## config.mk

```make
export PLATFORM = sky130hd
export DESIGN_NAME = pair_serializer
export DESIGN_NICKNAME = d
export VERILOG_FILES = /design/src/rtl/pair_serializer.sv
export SDC_FILE = /design/constraint.sdc
export NUM_CORES = 1
export LEC_CHECK = 0
export ABC_AREA = 1
export CORE_UTILIZATION = 58
export CTS_BUF_LIST = sky130_fd_sc_hd__clkbuf_8 sky130_fd_sc_hd__clkbuf_16
export CTS_CLUSTER_DIAMETER = 30
export DETAILED_ROUTE_END_ITERATION = 16
export PLACE_DENSITY = 0.82
export SYNTH_ARGS = -nofsm -noshare
export SYNTH_HDL_FRONTEND = slang
export SYNTH_SLANG_ARGS = --single-unit
```

## constraint.sdc

```tcl
create_clock -name clk -period 7.5 [get_ports clk]
set_input_delay 1.5 -clock clk [delete_from_list [all_inputs] [get_ports clk]]
set_output_delay 1.5 -clock clk [all_outputs]
set_load 0.02 [all_outputs]
```

## src/rtl/pair_serializer.sv

```systemverilog
// Operand-pair serializer: buffers (A,B) pairs in a small FIFO and emits them
// as a word stream A then B, with out_last flagging the B word.
module pair_serializer #(
  parameter int DATA_W = 16,
  parameter int DEPTH  = 2
) (
  input  logic                       clk,
  input  logic                       rst,
  input  logic                       pair_valid,
  output logic                       pair_ready,
  input  logic [DATA_W-1:0]          pair_a,
  input  logic [DATA_W-1:0]          pair_b,
  output logic                       out_valid,
  input  logic                       out_ready,
  output logic [DATA_W-1:0]          out_data,
  output logic                       out_last,
  output logic [$clog2(DEPTH):0]     pair_count
);

  localparam int AW = $clog2(DEPTH);
  localparam int CW = AW + 1;

  typedef enum logic [1:0] {IDLE, SEND_A, SEND_B} state_t;

  state_t              r_state;
  state_t              w_state_nxt;
  logic [DATA_W-1:0]   r_mem_a [DEPTH];
  logic [DATA_W-1:0]   r_mem_b [DEPTH];
  logic [AW-1:0]       r_wr_ptr;
  logic [AW-1:0]       r_rd_ptr;
  logic [CW-1:0]       r_count;
  logic [DATA_W-1:0]   r_out_data;
  logic [DATA_W-1:0]   r_hold_b;
  logic                r_out_last;
  logic                w_push;
  logic                w_pop;
  logic                w_fifo_nonempty;

  assign pair_ready      = (r_count != CW'(DEPTH));
  assign w_push          = pair_valid && pair_ready;
  assign w_fifo_nonempty = (r_count != '0);

  assign out_valid  = (r_state != IDLE);
  assign out_data   = r_out_data;
  assign out_last   = r_out_last;
  assign pair_count = r_count;

  // Pop decisions see the count before this edge's push, so a pair written
  // into an empty FIFO is never forwarded on the same edge.
  always_comb begin
    w_state_nxt = r_state;
    w_pop       = 1'b0;
    unique case (r_state)
      IDLE: begin
        if (w_fifo_nonempty) begin
          w_pop       = 1'b1;
          w_state_nxt = SEND_A;
        end
      end
      SEND_A: begin
        if (out_ready) w_state_nxt = SEND_B;
      end
      SEND_B: begin
        if (out_ready) begin
          if (w_fifo_nonempty) begin
            w_pop       = 1'b1;
            w_state_nxt = SEND_A;
          end else begin
            w_state_nxt = IDLE;
          end
        end
      end
      default: w_state_nxt = IDLE;
    endcase
  end

  always_ff @(posedge clk) begin
    if (w_push) begin
      r_mem_a[r_wr_ptr] <= pair_a;
      r_mem_b[r_wr_ptr] <= pair_b;
    end
  end

  always_ff @(posedge clk) begin
    if (rst) begin
      r_state    <= IDLE;
      r_wr_ptr   <= '0;
      r_rd_ptr   <= '0;
      r_count    <= '0;
      r_out_data <= '0;
      r_out_last <= 1'b0;
      r_hold_b   <= '0;
    end else begin
      r_state <= w_state_nxt;
      if (w_push) r_wr_ptr <= r_wr_ptr + 1'b1;
      if (w_pop)  r_rd_ptr <= r_rd_ptr + 1'b1;

      if (w_push && !w_pop)      r_count <= r_count + 1'b1;
      else if (w_pop && !w_push) r_count <= r_count - 1'b1;

      if (w_pop) begin
        r_out_data <= r_mem_a[r_rd_ptr];
        r_hold_b   <= r_mem_b[r_rd_ptr];
        r_out_last <= 1'b0;
      end else if (r_state == SEND_A && out_ready) begin
        r_out_data <= r_hold_b;
        r_out_last <= 1'b1;
      end else if (r_state == SEND_B && out_ready) begin
        r_out_last <= 1'b0;
      end
    end
  end

endmodule
```

Word level (Yosys, flattened, before mapping)
Memories as Yosys holds them, arrays and structs flattened. A register that Yosys moved wholly into a read port is not among the register bits.
Index checks and enable logic that the tools add are counted.
- bits in writable memories: 64
- register bits after elaboration: 23
- output and inout port bits: 21
- bits of input ports: 36
- memories: 2
- logic and storage cells: 51
- memory list (memory ; words ; bits a word ; read ports ; clocked after Yosys merged registers in ; wr ports ; line ; source):
    r_mem_a ; 2 ; 16 ; 1 ; 1 ; 1 ; 27 ; logic [DATA_W-1:0] r_mem_a [DEPTH];
    r_mem_b ; 2 ; 16 ; 1 ; 1 ; 1 ; 28 ; logic [DATA_W-1:0] r_mem_b [DEPTH];
- reductions and logical operators: 15
- equal/unequal tests: 6
- mux-type cells: 18
- add/subtract/negate cells: 4
- operator list (kind ; count):
    $mux W16 ; 2
    $mux W2 ; 5
    $reduce_bool A2 Y1 ; 5
    $mux W1 ; 9
    $ne A2 B2 Y1 const B ; 4
    $pmux W2 S3 ; 1
    $logic_and A1 B1 Y1 ; 5
    $reduce_and A3 Y1 ; 1
    $add A1 B1 Y1 const B ; 2
    $add A2 B1 Y2 const B ; 1
    $eq A2 B1 Y1 const B ; 1
    $eq A2 B2 Y1 const B ; 1
    $logic_not A1 Y1 ; 2
    $logic_not A2 Y1 ; 1
    $pmux W1 S2 ; 1
    $reduce_or A2 Y1 ; 1
    $sub A2 B1 Y2 const B ; 1

Depth between registers and ports, before layout
- depth in word-level cells: 7
- gate-level depth with buffers: 10
- depth with buffers taken out: 10

Least setup slack after synthesis
OpenSTA, ideal clock, no wires.
- kind: in2reg
- from: in pair_valid
- to: mem r_mem_a[1][0], enable pin
- stages: 2
- buffers on the path: 0
- slack: 4.106 ns
- arrival time: 2.971 ns
- library setup time: 0.423 ns
- required time: 7.077 ns
- path through: nand2_1 -> nor2_1
- longest elaborated chain between the ends: 3
- ends and longest elaborated chain (what ; line ; source):
    start, declared ; 9 ; input logic pair_valid,
    $logic_and A1 B1 Y1 ; 40 ; assign w_push = pair_valid && pair_ready;
    $mux W1 ; 78 ; if (w_push) begin
    $mux W1 (not written as such) ; 79 ; r_mem_a[r_wr_ptr] <= pair_a;
    end, declared ; 27 ;
Every way passes these cells.

Worst setup path in the final report
- from: in out_ready
- to: reg r_count[1], in the netlist pair_count[1]
- longest elaborated chain between the ends: 5
- elaborated cells between the ends (all ways): 7
- those cells by class: mux: 3; reduce/logical: 4
- ends and longest elaborated chain (what ; line ; source):
    start, declared ; 14 ; input logic out_ready,
    $mux W1 * ; 64 ; if (out_ready) begin
    $pmux W1 S2 * ; 53 ; unique case (r_state)
    $logic_not A1 Y1 ; 98 ; if (w_push && !w_pop) r_count <= r_count + 1'b1;
    $logic_and A1 B1 Y1 ; 98 ;
    $mux W2 or $reduce_bool A2 Y1 (tied branches) ; -- ;
    end signal, assigned ; 98 ;
    end signal, assigned ; 99 ; else if (w_pop && !w_push) r_count <= r_count - 1'b1;
    end, declared ; 31 ; logic [CW-1:0] r_count;
Every way passes the cells marked *; elsewhere a longest branch is shown, timed or not.
A chain may end at the register's enable or synchronous reset.

==> summary.txt <==
Outcome
  – Outcome: finished, final reports clean

Yosys
  – Synthesized flop and latch total: 104
  – Post-synth cell types: 20
  – Synth Area per Inst: 9.806 um2
  – Syn_nets: 454
  – Synth area leaders: edfxtp_1 (47%), dfxtp_1 (20%), nand2_1 (16%), nor2_1 (3.0%), nand3b_1 (2.9%)
  – Top cell type's share of synthesized area: 0.4700
  – Mapped cell area: 4089 um2
  – Seq/Total Area, Yosys: 0.6659
  – Synth warn: 0
  – Cell taking the most area after synthesis: edfxtp_1
  – Cells after synthesis: 417

STA
  – Slew of the pin with the lowest slew margin: 0.8693 ns
  – Unrepaired setup endpoints after global routing: false
  – Fin crit share: 0.4396
  – Fin. max-slew vios: 0
  – Maximum clock frequency: 0.3033 GHz
  – Final worst slack: 4.203 ns
  – Fin crit period: 3.297 ns
  – Hold slack: 0.4683 ns
  – Worst Clk Skew: 0.008408 ns
  – Final hold vios: 0
  – Final setup vio count: 0
  – Worst relative slew slack: 0.4188
  – Setup TNS: 0 ns

Routing
  – Drt initial violations: 255
  – Routed via count: 2845
  – Met2 wire length: 3848 um
  – Post-route DRC: 0
  – M1 WL: 3159 um
  – Final WL: 7490 um
  – Max Used Layer: met4
  – First drt pass iteration count: 4
  – Met3 routed WL: 351 um
  – WL/cell: 13.23 um
  – Routed Antenna Nets: 0
  – Vias/cell: 5.027

Critical path
  – Critical Setup Path Class: input pin to register
  – CP Max Fanout: 44
  – Worst path slowest cell: clkdlybuf4s50_1
  – CP Buf/Inv Count: 3
  – CP top delay family: simple AND/OR/NAND/NOR gates
  – CP cell instances: clkdlybuf4s50_1 > inv_2 > nand2_2 > nand3_4 > ha_1 > inv_1 > nand3_1 > o21ai_0 > a21oi_1
  – CP required: 7.75 ns
  – Critical Path AT: 3.54 ns
  – Max stage delay on crit path: 0.54 ns
  – Element type at the critical path end: register
  – Nature of the critical path startpoint: input pin
  – Worst path depth: 9
  – Worst Reg-to-Reg Cells: 5

Die
  – Die area: 7390 um2
  – Die height: 85.97 um
  – Row Count: 30
  – # IOs: 57
  – Initial core utilization: 0.6018
  – Die Wd: 85.97 um
  – Core Area: 6794 um2

Placement
  – Place WS: 3.818 ns
  – Cell Area, Placed: 4668 um2
  – Dpl hpwl: 5023 um
  – Number of port buffers: 56
  – Global placement routability congestion: 0.8263

Worst hold path
  – Hold Path Stages: 2
  – Hold Path Class: register to register

Global route
  – Initial antenna violation count: 0
  – Largest net degree at the start of global routing: 45
  – Vias in the first global route: 2653
  – Grt ovf: 0
  – First-pass GRT wire length: 12610 um
  – GRT Total Usage: 0.2261

Clock network
  – Clk root buf: clkbuf_8
  – Sink Count: 104
  – Hold-fix buffers, CTS: 0
  – Post-CTS setup buffers: 0
  – # resized after CTS: 0
  – Clock transition at the registers of the reported paths: 0.09 ns
  – CTS Buffer Depth: 2
  – Htree depth: 3
  – CTS tree: yes
  – Skew-Pair Late Insertion Delay: 0.36 ns
  – Cts bufs inserted: 9

Power
  – Leakage: 1.978 nW
  – Pwr Density: 369.3 nW/um2
  – Worst VDD drop: 0.1658 mV

Final layout
  – Util after Layout: 0.7123
  – Final instance area: 4840 um2
  – Area Growth Syn to Fin: 18.36%
  – Fillers: 502
  – Most common cell after layout, fill and taps aside: nand2_1
  – Layout cells sized above 1: 0.05745
  – Multi-input gate area: 1179 um2
  – Sequential cell area: 2723 um2
  – Most frequent cells in the layout: nand2_1 (173), edfxtp_1 (64), clkdlybuf4s50_1 (56)
  – Number of diodes: 0
  – Final nets: 502

Run
  – Maxcap violations: 0
## power breakdown
| group | switching [mW] | internal [mW] |
|---|---|---|
| sequential | 0.0743 | 0.741 |
| combinational | 0.422 | 0.244 |
| clock | 0.184 | 0.121 |
| total | 0.681 | 1.11 |
## final timing paths
path | startpoint | end | slack (ns)
setup / recovery | out_ready | pair_count[1]$_SDFFE_PP0P_ | 4.20
hold / removal | r_hold_b[9]$_SDFFE_PP0N_ | r_hold_b[9]$_SDFFE_PP0N_ | 0.47
setup reg to reg | r_rd_ptr$_SDFFE_PP0N_ | r_hold_b[2]$_SDFFE_PP0N_ | 5.54
hold reg to reg | r_hold_b[9]$_SDFFE_PP0N_ | r_hold_b[9]$_SDFFE_PP0N_ | 0.47
## metrics by stage
step	std cells	total power, mW
after floorplan	417	1.321
after global placement	550	1.474
after detailed placement	550	1.498
after CTS	566	1.802
after global routing	566	1.930
final	566	1.788
## Yosys cell counts
cell type and instances:
a211oi_1 1, a21oi_1 22, buf_2 10, buf_4 6
buf_6 1, clkbuf_1 4, clkinv_1 1, dfxtp_1 40
edfxtp_1 64, ha_1 1, inv_1 13, inv_2 5
nand2_1 173, nand2_2 2, nand3_1 15, nand3_4 1
nand3b_1 16, nor2_1 33, o21ai_0 8, o21ai_1 1
## registers in the layout (all words and copies together) (netlist names), named ones only
register,count
r_hold_b,16
pair_count,2
r_rd_ptr,1
r_mem_a,32
out_data,16
r_state,2
r_mem_b,32
r_wr_ptr,1
out_last,1
## layout make-up
cell class,instances,area share
clock buffers,9,0.02559
clock inverters,7,0.009824
inverters,19,0.01474
multi-input cells,273,0.2435
flip-flops and latches,104,0.5626
well taps,96,0.02482
repair buffers,58,0.1189
## per-layer routing
metal | vias up | global-route usage
li1 | 1450 | -
met1 | 1308 | 0.3055
met2 | 75 | 0.3701
met3 | 12 | 0.04524
met4 | 0 | 0.07273
met5 | - | 0
## worst reg2reg max path, delay by kind of cell (launching register included)
kind,cells,cell delay [ns]
simple gates,3,0.40
compound gates,1,0.06
buf+inv,1,0.66
flops,1,0.71
## cell families after synthesis
family | after synthesis | synth area share
buffers and inverters | 40 | 0.04712
and+or+nand+nor | 240 | 0.2442
DFF | 104 | 0.6659
adders and majority gates | 1 | 0.003059
AOI/OAI and AO/OA | 32 | 0.03978
Note: power is estimated with default switching activity, not from simulation.
